==> config.mk <==
export PLATFORM = sky130hd
export DESIGN_NAME = pwm_demod
export DESIGN_NICKNAME = d
export VERILOG_FILES = /design/src/rtl/pwm_demod.sv
export SDC_FILE = /design/constraint.sdc
export NUM_CORES = 1
export LEC_CHECK = 0
export BUFFER_PORTS_ARGS = -buffer_cell sky130_fd_sc_hd__buf_2
export CORE_MARGIN = 5
export CORE_UTILIZATION = 60
export DETAILED_ROUTE_END_ITERATION = 10
export HOLD_SLACK_MARGIN = 0.1
export PLACE_DENSITY = 0.77
export SYNTH_ARGS = -nofsm -noshare
export SYNTH_HDL_FRONTEND = slang
export SYNTH_SLANG_ARGS = --single-unit
==> constraint.sdc <==
create_clock -name clk -period 7 [get_ports clk]
set_clock_uncertainty 0.2 [all_clocks]
set_input_delay 0.7 -clock clk [delete_from_list [all_inputs] [get_ports clk]]
set_output_delay 0.7 -clock clk [all_outputs]
set_load 0.1 [all_outputs]
==> src/rtl/pwm_demod.sv <==
// PWM demodulator: measures high time and period of a synchronized PWM line
// between consecutive rising edges, recovers the duty value and detects a stuck line.
module pwm_demod #(
   parameter int R   = 6,
   parameter int CW  = 16,
   parameter int TMO = 256
) (
   input  logic          clk,
   input  logic          rst_n,
   input  logic          en,
   input  logic          pwm_in,
   output logic [CW-1:0] high_cnt,
   output logic [CW-1:0] period_cnt,
   output logic [R-1:0]  duty,
   output logic          valid,
   output logic          stuck,
   output logic          per_err
);

   typedef enum logic [1:0] {IDLE, HIGH, LOW} state_t;

   localparam logic [CW-1:0] PER   = CW'(2 ** R);
   localparam logic [CW-1:0] TMO_C = CW'(TMO);
   localparam logic [CW-1:0] CMAX  = '1;

   state_t        state, state_nx;
   logic          sync1, s, p;
   logic          rise, fall, timeout, close;
   logic [CW-1:0] hc, pc, tc;
   logic [CW-1:0] hc_nx, pc_nx, tc_nx;
   logic [R-1:0]  duty_w;
   logic [CW:0]   hc2;

   function automatic logic [CW-1:0] sat_inc(input logic [CW-1:0] v);
      return (v == CMAX) ? v : v + 1'b1;
   endfunction

   always_ff @(posedge clk or negedge rst_n) begin
      if (!rst_n) begin
         sync1 <= 1'b0;
         s     <= 1'b0;
         p     <= 1'b0;
      end else begin
         sync1 <= pwm_in;
         s     <= sync1;
         p     <= s;
      end
   end

   assign rise    = s & ~p;
   assign fall    = ~s & p;
   // An edge in the same cycle always beats the timeout.
   assign timeout = en && !stuck && (tc == TMO_C) && !rise && !fall;
   assign close   = en && (state == LOW) && rise;

   always_comb begin
      state_nx = state;
      hc_nx    = hc;
      pc_nx    = pc;
      tc_nx    = (rise || fall) ? '0 : sat_inc(tc);
      if (!en) begin
         state_nx = IDLE;
         hc_nx    = '0;
         pc_nx    = '0;
         tc_nx    = '0;
      end else if (timeout) begin
         state_nx = IDLE;
         hc_nx    = '0;
         pc_nx    = '0;
      end else begin
         case (state)
            IDLE: begin
               if (rise) begin
                  state_nx = HIGH;
                  hc_nx    = CW'(1);
                  pc_nx    = CW'(1);
               end
            end
            HIGH: begin
               pc_nx = sat_inc(pc);
               if (fall) state_nx = LOW;
               else if (s) hc_nx = sat_inc(hc);
            end
            LOW: begin
               if (rise) begin
                  state_nx = HIGH;
                  hc_nx    = CW'(1);
                  pc_nx    = CW'(1);
               end else begin
                  pc_nx = sat_inc(pc);
               end
            end
            default: state_nx = IDLE;
         endcase
      end
   end

   always_ff @(posedge clk or negedge rst_n) begin
      if (!rst_n) begin
         state <= IDLE;
         hc    <= '0;
         pc    <= '0;
         tc    <= '0;
      end else begin
         state <= state_nx;
         hc    <= hc_nx;
         pc    <= pc_nx;
         tc    <= tc_nx;
      end
   end

   // Exact duty for a nominal period, otherwise a majority decision.
   assign hc2 = {hc, 1'b0};
   always_comb begin
      duty_w = '0;
      if (pc == PER && hc < PER) duty_w = hc[R-1:0];
      else if (hc2 >= {1'b0, pc}) duty_w = '1;
   end

   always_ff @(posedge clk or negedge rst_n) begin
      if (!rst_n) begin
         high_cnt   <= '0;
         period_cnt <= '0;
         duty       <= '0;
         valid      <= 1'b0;
         stuck      <= 1'b0;
         per_err    <= 1'b0;
      end else begin
         valid <= 1'b0;
         if (en) begin
            if (close) begin
               high_cnt   <= hc;
               period_cnt <= pc;
               duty       <= duty_w;
               per_err    <= (pc != PER);
               valid      <= 1'b1;
            end else if (timeout) begin
               high_cnt   <= '0;
               period_cnt <= '0;
               duty       <= s ? '1 : '0;
               per_err    <= 1'b1;
               valid      <= 1'b1;
               stuck      <= 1'b1;
            end
            if (rise || fall) stuck <= 1'b0;
         end
      end
   end

endmodule

== Yosys cells after proc, flatten, opt, wreduce, memory -nomap -nowiden ==
Cells that the tools add are included.

* Output and inout bits: 41
* Memory bits (writable): 0
* Register bits after elaboration: 94
* Latch bits: 0
* Bits of input ports: 4
* Memories kept: 0
* Bits in read-only memories: 0

* Multiplexer cells: 35
* $add $sub $neg: 3
* Bitwise logic cells: 4
* Shift-type cells: 0
* Divide/modulo/power cells: 0
* Multiply operators: 0
* Reduce and logical (&&, ||, !) cells: 20
* $lt $le $gt $ge: 2
* Eq/ne operators: 18

{| class="wikitable"
|+ Operators by type and width
! cell !! number
|-
| $mux W16 || 16
|-
| $add A16 B1 Y16 const B || 3
|-
| $eq A16 B16 Y1 const B || 3
|-
| $pmux W16 S3 || 1
|-
| $pmux W16 S2 || 1
|-
| $mux W6 || 5
|-
| $ne A4 B4 Y1 const B || 5
|-
| $ge A17 B16 Y1 || 1
|-
| $eq A16 B7 Y1 const B || 1
|-
| $eq A16 B9 Y1 const B || 1
|-
| $lt A16 B7 Y1 const B || 1
|-
| $ne A16 B7 Y1 const B || 1
|-
| $mux W2 || 4
|-
| $ne A4 B2 Y1 const B || 2
|-
| $logic_and A1 B1 Y1 || 7
|-
| $mux W1 || 7
|-
| $reduce_and A2 Y1 || 3
|-
| $ne A5 B1 Y1 const B || 1
|-
| $reduce_and A5 Y1 || 1
|-
| $pmux W2 S2 || 1
|-
| $reduce_bool A2 Y1 || 2
|-
| $logic_not A1 Y1 || 3
|-
| $ne A3 B3 Y1 const B || 1
|-
| $reduce_and A3 Y1 || 1
|-
| other kinds (8) || 10
|}

== Depth between registers and ports, before layout ==
Gate-level depths: netlist of run 1.

* Depth in word-level cells: 8
* Mapped depth: 11
* Depth with buffers taken out: 7

== Worst setup path before layout of run 1 ==
Ideal clock, no wire load.

* Path kind: register to register
* Start point: register stuck
* End point: register high_cnt[10]
* Stages on the path, launching flop included: 9
* Setup slack: 4.460 ns
* Data arrival time: 2.258 ns
* Period minus slack after synthesis: 2.540 ns
* Setup time: 0.083 ns
* Path buffers: 3
* Cell sequence: dfrtp_1 -> nor4b_2 -> and4_1 -> buf_4 -> nand2_1 -> clkbuf_1 -> clkbuf_1 -> nand3_1 -> o21ai_0

* Cells in the longest elaborated chain, start to end: 7

{| class="wikitable"
|+ Ends and longest elaborated chain
! element !! line !! RTL
|-
| start: declaration || 16 || <nowiki>output logic stuck,</nowiki>
|-
| start signal: assignment || 126 || <nowiki>stuck <= 1'b0;</nowiki>
|-
| start signal: assignment || 143 || <nowiki>stuck <= 1'b1;</nowiki>
|-
| start signal: assignment || 145 || <nowiki>if (rise || fall) stuck <= 1'b0;</nowiki>
|-
| $logic_not A1 Y1 || 53 || <nowiki>assign timeout = en && !stuck && (tc == TMO_C) && !rise && !fall;</nowiki>
|-
| $logic_and A1 B1 Y1 (4 in a row) || 53 ||
|-
| $reduce_bool A2 Y1 (no line) || - ||
|-
| $reduce_and A2 Y1 (no line) || - ||
|-
| end signal: assignment || 122 || <nowiki>high_cnt <= '0;</nowiki>
|-
| end signal: assignment || 132 || <nowiki>high_cnt <= hc;</nowiki>
|-
| end signal: assignment || 138 || <nowiki>high_cnt <= '0;</nowiki>
|-
| end: declaration || 12 || <nowiki>output logic [CW-1:0] high_cnt,</nowiki>
|}

No other way between the ends.
A chain may end at the register's enable or synchronous reset.

== Final worst setup path of run 1 ==
* Start point: register s
* End point: register duty[0]

* Cells in the longest elaborated chain, start to end: 6
* Elaborated cells between the ends (all ways): 13
* Classes of those cells: 3 x mux; 3 x bitwise; 7 x reduce/logical

{| class="wikitable"
|+ Ends and longest elaborated chain
! element !! line !! RTL
|-
| start: declaration || 27 || <nowiki>logic sync1, s, p;</nowiki>
|-
| start signal: assignment || 45 || <nowiki>s <= sync1;</nowiki>
|-
| $and A1 B1 Y1 or $not A1 Y1 (tied branches) || 50, 51 ||
|-
| $logic_not A1 Y1 or $and A1 B1 Y1 (tied branches) || 53, 51 ||
|-
| $logic_and A1 B1 Y1 or $logic_not A1 Y1 (tied branches) || 53 ||
|-
| $logic_and A1 B1 Y1 || 53 ||
|-
| $reduce_bool A2 Y1 (no line) || - ||
|-
| $reduce_and A2 Y1 (no line) || - ||
|-
| end signal: assignment || 134 || <nowiki>duty <= duty_w;</nowiki>
|-
| end signal: assignment || 140 || <nowiki>duty <= s ? '1 : '0;</nowiki>
|-
| end: declaration || 14 || <nowiki>output logic [R-1:0] duty,</nowiki>
|}

Parallel ways exist; a longest one is shown, timed or not. The select of a mux whose other input is x is not followed.

==> flow_summary.toml, run 1 <==
[detailed_routing]
first_pass_iters = 5
ant_nets = 0
drc = 0
vias = 4819
routedWlPerCell_microns = 18.1
drt_iter0_markers = 270
wl_microns = 13400
via_per_inst = 6.51

[global_routing]
grt_util_met1 = 0.342
grt_max_degree = 58
grt_usage = 0.248
antenna_found_initial = 0
grt_pass1_wl_microns = 22600
grt_remaining_overflow = 0
met2_usage = 0.401
grt_pass1_vias = 4540
busiest_layer = "met2"
grtUsageMet3 = 0.0401

[synthesis]
synth_area_leader_cell = "dfrtp_1"
synth-edff-count = 0
synth-seq-cells = 94
synth_area_leaders = "dfrtp_1 44%, ha_1 6.0%, nand3_1 5.6%"
ys_seq_area_frac = 0.437
syn_area_per_cell_sq_um = 8.98
synthArstFlopShare = 1.00
synthCells = 600
synth_area_sq_um = 5390
synth_cell_types = 61
syn_nets = 630
synth_top_area_frac = 0.437
yosys_warnings = 0
ys.flop_type = "dfrtp_1"

[final_layout]
fin_nets = 657
final_cells = 740
layout_commonest_cell = "dfrtp_1"
diodes = 0
finish.instance_area_sq_um = 5830
regArea_sq_um = 2350
syn2layout_area_growth_pct = 8.29
multi_input_area_sq_um = 2770
final.fill_count = 706
final_cell_mix = "94 x dfrtp_1, 60 x nand2_1, 59 x nand3_1"
drive_gt1_frac = 0.125

[cts]
clkTransAtPathRegs_ps = 90
cts_buffers = 9
clock-sinks = 94
cts_max_path_buffers = 2
clk_latency_ps = 360
cts-resized-gates = 0
holdBufCountCts = 0
cts_tree = "built"
htreeDepth = 3
root_buffer = "clkbuf_8"
postCtsSetupBuffers = 0

[sta]
fin_tns_setup_ps = 0
worst_slack_ps = 3730
whs_ps = 127
slew_headroom = 0.129
hold_violations = 0
fmax_mhz = 306
period_share = 0.466
worst_pin_slew_ps = 1300
layout_min_cycle_time_ps = 3270
rsz0062_at_grt = "no"
slew_violations = 0
setup-violations-final = 0

[worst_setup_path]
critPathMaxFanout = 40
rr_endpoint = "duty[0]$_DFFE_PN0P_"
startpoint_type = "flop"
crit_chain = "ha_1 -> nor4b_2 -> and4_1 -> nand2_1 -> o21ai_0 -> a211o_1"
crit_slowest_cell = "nand2_1"
worstPathRequired_ps = 7100
r2r_start = "s$_DFF_PN0_"
crit_arrival_ps = 3360
r2r_slack_ps = 3730
crit_path_max_incr_delay_ps = 820
setup.worst_path.class = "flop to flop"
rr_worst_depth = 6
end_kind = "flop"

[floorplan]
core-area_sq_um = 8720
die_h_microns = 105
ios = 45
fp-row-count = 34
dieWidth_microns = 105
die_area_sq_um = 11000
start_util = 0.618

[power]
p_per_area_nw_per_um2 = 197
ir_worst_vdd_uv = 92.1
leakagePower_nw = 2.61

[place]
place_area_sq_um = 5630
place_ws_ps = 3760
placed_cells = 724
port_buffers = 44
dp_hpwl_microns = 9550
gp_congestion = 0.915

[run]
drv_cap = 0

[status]
outcome = "finished clean"

[hold_path]
hp-class = "input port to asynchronous set/reset pin"
-- where the power goes --
group,switching [mW],internal [mW],total (mW)
Combinational,0.158,0.0436,0.202
Sequential,0.0146,0.559,0.573
Clock,0.197,0.177,0.374
Total,0.370,0.779,1.15
-- routing by layer --
metal  vias to the layer above  wire (microns)  share of wire
li1                       2267               -              -
met2                       194            6350           0.47
met4                         0             280          0.021
met5                         -               0              0
met1                      2332            5860           0.44
met3                        26             889          0.066
-- synth_stat cells (all sizes together) (6+ instances only) --
cell and number:
dfrtp 94, nand2 60, nand3 60, o21ai 48, a21oi 37, inv 32, nor2 30, ha 26
clkbuf 20, nand4 15, nor3 15, buf 12, o31ai 11, xnor2 11, a31oi 10, nor4 10
a211oi 9, or4 9, o211ai 8, a211o 7, and2 6
-- worst max-delay path: cells and delay by family (launching register included) --
family                   cells  cell delay [ps]
flip-flops                   1              420
AO/OA/AOI/OAI                2              650
AND/OR/NAND/NOR              3             1590
adder cells (fa/ha/maj)      1              340
-- per-stage QoR --
stage	power [mW]	utilization
global route	1.20	0.669
detailed placement	0.786	0.645
CTS	1.16	0.669
global placement	0.782	0.645
finish	1.15	0.669
floorplan	0.740	-
-- sequential cells by signal (all words and copies together), names as in the netlist, 2 cells and up --
register,flops
duty,6
hc,16
high_cnt,16
pc,16
period_cnt,16
state,2
tc,16
-- worst max-delay path by stage --
stage	start	endpoint	slack (ps)	cells past startpoint
finish	s$_DFF_PN0_	duty[0]$_DFFE_PN0P_	3730	6
global route	s$_DFF_PN0_	duty[0]$_DFFE_PN0P_	3490	6
CTS	s$_DFF_PN0_	duty[0]$_DFFE_PN0P_	3770	6
detailed placement	en	duty[0]$_DFFE_PN0P_	3760	6
global placement	en	duty[2]$_DFFE_PN0P_	3890	6
floorplan	stuck$_DFFE_PN0P_	high_cnt[10]$_DFFE_PN0P_	4460	8
-- layout make-up --
| cell class | count | share of cell area |
|---|---|---|
| clock inverters | 6 | 0.0118 |
| flip-flops and latches | 94 | 0.403 |
| well taps | 108 | 0.0232 |
| clock buffers | 10 | 0.0236 |
| inverters | 32 | 0.0206 |
| multi-input cells | 442 | 0.474 |
| repair buffers | 48 | 0.0433 |
-- logic make-up (layout without fill, tap and decap cells) --
group | Yosys count | in the layout | share of synthesized area
adder cells (fa/ha/maj) | 26 | 26 | 0.0604
multiplexers | 5 | 5 | 0.00929
flip-flops | 94 | 94 | 0.437
XOR/XNOR | 12 | 12 | 0.0195
AO/OA/AOI/OAI | 157 | 157 | 0.187
buffers and inverters | 64 | 96 | 0.0506
AND/OR/NAND/NOR | 242 | 242 | 0.236
Note: power is estimated with default switching activity, not from simulation.
==> run 2, diff against run 1 <==
--- a/config.mk
+++ b/config.mk
@@ -7,10 +7,10 @@
 export LEC_CHECK = 0
 export BUFFER_PORTS_ARGS = -buffer_cell sky130_fd_sc_hd__buf_2
 export CORE_MARGIN = 5
-export CORE_UTILIZATION = 60
+export CORE_UTILIZATION = 54
 export DETAILED_ROUTE_END_ITERATION = 10
 export HOLD_SLACK_MARGIN = 0.1
-export PLACE_DENSITY = 0.77
+export PLACE_DENSITY = 0.73
 export SYNTH_ARGS = -nofsm -noshare
 export SYNTH_HDL_FRONTEND = slang
 export SYNTH_SLANG_ARGS = --single-unit
==> constraint.sdc (replaced) <==
create_clock -name clk -period 2.79 [get_ports clk]
set_clock_uncertainty 0.2 [all_clocks]
set_input_delay 0.279 -clock clk [delete_from_list [all_inputs] [get_ports clk]]
set_output_delay 0.279 -clock clk [all_outputs]
set_load 0.1 [all_outputs]
==> run 2 against run 1 <==
Setup slack worse by 3600 ps. Register-to-register slack worse by 3600 ps. Maximum frequency up 25%. Largest power group unchanged. Sequential share of layout area is 1.6 points lower. Largest cell class unchanged. Via count is 0.56% higher. Sequential power rose to 2.5 times the previous value. Highest routed layer unchanged. Flip-flop and latch count unchanged. Critical path depth grew 2. Global-route usage fell by 0.080 points.
==> flow_summary.toml, run 2 (same netlist as run 1, synthesis figures left out) <==
[status]
outcome = "finished clean"

[global_routing]
grt_usage = 0.247
grt_pass1_wl_microns = 23300
antenna_found_initial = 0
grt_max_degree = 55
grt_pass1_vias = 4529
grt_remaining_overflow = 0

[final_layout]
fin_nets = 683
diodes = 0
drive_gt1_frac = 0.157
final.fill_count = 882
syn2layout_area_growth_pct = 12.7
layout_commonest_cell = "dfrtp_1"
final_cell_mix = "94 x dfrtp_1, 60 x nand2_1, 59 x nand3_1"

[floorplan]
ios = 45
core-area_sq_um = 9770
die_area_sq_um = 12100
start_util = 0.551
die_h_microns = 110
fp-row-count = 36
dieWidth_microns = 110

[detailed_routing]
first_pass_iters = 5
via_per_inst = 6.13
drc = 0
drt_iter0_markers = 356
wl_microns = 14100
vias = 4846
ant_nets = 0
routedWlPerCell_microns = 17.8

[worst_setup_path]
crit_arrival_ps = 2700
end_kind = "flop"
worstPathRequired_ps = 2890
startpoint_type = "flop"
critPathMaxFanout = 11
setup.worst_path.class = "flop to flop"

[place]
place_ws_ps = 79.9
port_buffers = 44
gp_congestion = 0.889
dp_hpwl_microns = 10300

[power]
p_per_area_nw_per_um2 = 468
leakagePower_nw = 2.73
ir_worst_vdd_uv = 298

[sta]
worst_slack_ps = 183
rsz0062_at_grt = "no"
slew_headroom = 0.492
slew_violations = 0
fin_tns_setup_ps = 0
hold_violations = 0
setup-violations-final = 0
period_share = 0.934
layout_min_cycle_time_ps = 2610
worst_pin_slew_ps = 755
fmax_mhz = 384

[cts]
htreeDepth = 3
clkTransAtPathRegs_ps = 90
cts_buffers = 9
root_buffer = "clkbuf_8"
clk_latency_ps = 380
cts_max_path_buffers = 2
cts_tree = "built"
clock-sinks = 94

[hold_path]
hp-class = "flop to flop"

[run]
drv_cap = 0
## run 2: cell count changes in the layout (fill, tap and decap cells not counted)
| cell | before | now |
|---|---|---|
| clkbuf_1 | 0 | 1 |
| buf_12 | 0 | 2 |
| a21oi_2 | 1 | 2 |
| clkinv_2 | 1 | 0 |
| a21oi_1 | 36 | 35 |
| buf_4 | 5 | 27 |
| bufinv_16 | 1 | 0 |
| clkinv_4 | 2 | 3 |
| dlygate4sd3_1 | 0 | 2 |
## run 2: repair_timing
action,CTS,global route
gates resized for setup,0,1
setup buffers,0,0
setup endpoints to repair,0,17
hold buffers,2,0
hold endpoints to repair,41,0
## run 2: final cells by class
class | instances | area (sq um) | area share
repair buffers | 74 | 478 | 0.0787
multi-input cells | 442 | 2770 | 0.456
clock inverters | 5 | 42.5 | 0.00701
clock buffers | 11 | 141 | 0.0233
flip-flops and latches | 94 | 2350 | 0.387
inverters | 32 | 120 | 0.0198
well taps | 133 | 166 | 0.0274
## run 2: critical path, cell delays in order (launching register included)
cell     delay [ps]
dfrtp_1         410
inv_1            90
ha_1            310
or3b_1          420
a22oi_2         210
o21ai_2         100
buf_4           180
or4_1           460
a21oi_1         160
## run 2: worst paths after layout
check | from | to | slack, ps | depth (start not counted)
hold / removal | sync1$_DFF_PN0_ | s$_DFF_PN0_ | 160 | 0
max in group asynchronous | rst_n | pc[4]$_DFFE_PN0P_ | 1470 | 3
setup / recovery | state[0]$_DFFE_PN0P_ | hc[6]$_DFFE_PN0P_ | 180 | 8
min in group asynchronous | rst_n | hc[8]$_DFFE_PN0P_ | 250 | 2
hold reg to reg | sync1$_DFF_PN0_ | s$_DFF_PN0_ | 160 | 0
setup reg to reg | state[0]$_DFFE_PN0P_ | hc[6]$_DFFE_PN0P_ | 180 | 8
## run 2: stage by stage
step | utilization | cell area, sq um | total power [mW] | hold WS, ps | instances
after floorplan | - | 5390 | 1.86 | -217 | 600
after global placement | 0.600 | 5860 | 1.99 | 105 | 773
after detailed placement | 0.600 | 5860 | 2.00 | 110 | 773
after CTS | 0.621 | 6070 | 2.86 | 165 | 791
after global routing | 0.621 | 6070 | 2.95 | 178 | 791
final | 0.621 | 6070 | 2.84 | 159 | 791
## run 2: report_power, final
part | switching [mW] | total (mW) | internal (mW)
clock network | 0.513 | 0.870 | 0.357
logic | 0.408 | 0.535 | 0.126
registers | 0.0365 | 1.44 | 1.40
total | 0.958 | 2.84 | 1.88
## run 2: per-layer routing
| metal | routed length [microns] | up-vias | global-route usage |
|---|---|---|---|
| li1 | - | 2327 | - |
| met1 | 6340 | 2357 | 0.339 |
| met2 | 6730 | 146 | 0.399 |
| met3 | 836 | 16 | 0.0523 |
| met4 | 176 | 0 | 0.0632 |
| met5 | 0 | - | 0 |
==> run 3, diff against run 2 <==
--- a/config.mk
+++ b/config.mk
@@ -7,10 +7,10 @@
 export LEC_CHECK = 0
 export BUFFER_PORTS_ARGS = -buffer_cell sky130_fd_sc_hd__buf_2
 export CORE_MARGIN = 5
-export CORE_UTILIZATION = 54
+export CORE_UTILIZATION = 34
 export DETAILED_ROUTE_END_ITERATION = 10
 export HOLD_SLACK_MARGIN = 0.1
-export PLACE_DENSITY = 0.73
+export PLACE_DENSITY = 0.49
 export SYNTH_ARGS = -nofsm -noshare
 export SYNTH_HDL_FRONTEND = slang
 export SYNTH_SLANG_ARGS = --single-unit
==> run 3 against run 2 <==
Sequential share of layout area down 1.7 points. Maximum frequency is 0.39% higher. Clock power rose by 53%. Routed wire length is 9.9% higher. Utilization down 22 points. Combinational power grew 3.7%. Flip-flop and latch count unchanged. Cell count up 11%. First-iteration DRC count is 5.1% higher. Design area rose by 4.5%. Sequential power about the same. Critical path type unchanged. Critical endpoint is now hc[11]$_DFFE_PN0P_.
==> flow_summary.toml, run 3 (same netlist as run 1, synthesis figures left out) <==
[sta]
hold_violations = 0
worst_pin_slew_ps = 798
whs_ps = 157
layout_min_cycle_time_ps = 2600
slew_violations = 0
setup-violations-final = 0
fin_tns_setup_ps = 0
slew_headroom = 0.463
rsz0062_at_grt = "no"
worst_slack_ps = 193
period_share = 0.931
fmax_mhz = 385

[power]
p_int_mw = 2.29
totalPowerFinal_mw = 3.32
p_sw_mw = 1.03
p_per_area_nw_per_um2 = 524
pwr-share-clk = 0.401
leakagePower_nw = 2.81
p_seq_frac = 0.432
ir_worst_vdd_uv = 307
p_sw_frac = 0.311
combPwrFrac = 0.167

[worst_setup_path]
end_kind = "flop"
crit_chain = "inv_1 -> ha_1 -> or3b_1 -> a22oi_2 -> o21ai_2 -> or3_1 -> o41ai_1"
crit_family = "simple AND/OR/NAND/NOR gates"
crit_slowest_cell = "or3_1"
crit_arrival_ps = 2620
setup.worst_path.class = "flop to flop"
critPathMaxFanout = 7
startpoint_type = "flop"
worstPathRequired_ps = 2820
crit_path_max_incr_delay_ps = 430
cp_num_buf_inv = 1

[final_layout]
final_util = 0.404
finish.instance_area_sq_um = 6350
diodes = 0
final_cells = 879
final_cell_mix = "94 x dfrtp_1, 60 x nand2_1, 59 x nand3_1"
syn2layout_area_growth_pct = 17.8
fin_nets = 688
layout_commonest_cell = "dfrtp_1"
drive_gt1_frac = 0.164

[detailed_routing]
wl_met3_microns = 793
vias = 4759
via_per_inst = 5.41
wl_microns = 15500
drc = 0
drt_iter0_markers = 374
dr.max_layer_used = "met4"
first_pass_iters = 5
met1Wirelength_microns = 7220
ant_nets = 0
dr_wl_met2_microns = 7150
routedWlPerCell_microns = 17.6

[cts]
clock-sinks = 94
clkTransAtPathRegs_ps = 70
htreeDepth = 3
root_buffer = "clkbuf_16"
clk_latency_ps = 360
cts_buffers = 9
cts_tree = "built"
cts_max_path_buffers = 2

[global_routing]
grt_pass1_vias = 4599
antenna_found_initial = 0
grt_max_degree = 41
grt_usage = 0.172
grt_pass1_wl_microns = 24800
grt_remaining_overflow = 0

[floorplan]
fp-row-count = 46
start_util = 0.343
die_h_microns = 136
core-area_sq_um = 15700
die_area_sq_um = 18500
ios = 45
dieWidth_microns = 136

[place]
gp_congestion = 0.851
placed_cells = 860
port_buffers = 44
dp_hpwl_microns = 11600
place_ws_ps = 147
place_area_sq_um = 6000

[hold_path]
hp-class = "flop to flop"

[run]
drv_cap = 0

[status]
outcome = "finished clean"
==> run 3: cell types whose count changed in the layout (fill, tap and decap cells not counted), sizes merged <==
cell      previous run  this run
buf                 72        77
clkinvlp             1         2
inv                 33        34
bufinv               0         1
clkinv               3         0
==> run 3: repair_timing <==
item,in CTS,in global routing
resized for setup,0,1
hold endpoints to repair,34,0
setup buffers,0,1
endpoints found under the setup margin,0,4
hold buffers,2,0
==> run 3: per-layer routing <==
metal  global-route usage  vias up
met2                0.274      110
met4               0.0616        0
li1                     -     2331
met1                0.236     2295
met5                    0        -
met3               0.0274       23
==> run 3: path summary, 6_finish.rpt <==
check | start | to | slack [ps] | depth (start not counted)
worst max-delay path | state[0]$_DFFE_PN0P_ | hc[11]$_DFFE_PN0P_ | 190 | 7
worst max register to register | state[0]$_DFFE_PN0P_ | hc[11]$_DFFE_PN0P_ | 190 | 7
worst min register to register | sync1$_DFF_PN0_ | s$_DFF_PN0_ | 160 | 0
min in group asynchronous | rst_n | high_cnt[7]$_DFFE_PN0P_ | 230 | 2
max in group asynchronous | rst_n | period_cnt[5]$_DFFE_PN0P_ | 1490 | 3
worst min-delay path | sync1$_DFF_PN0_ | s$_DFF_PN0_ | 160 | 0
==> run 3: layout make-up <==
class,count,area (sq um)
clock buffers,11,253
clock inverters,5,65.1
fillers,1605,9370
inverters,32,120
multi-input cells,442,2770
flip-flops and latches,94,2350
well taps,216,270
repair buffers,79,515
==> run 3: power by group through the flow <==
stage	registers (mW)	logic, mW	clock network, mW
finish	1.44	0.555	1.33
global route	1.44	0.593	1.43
CTS	1.44	0.558	1.38
detailed placement	1.46	0.554	0
global placement	1.46	0.549	0
floorplan	1.67	0.188	0
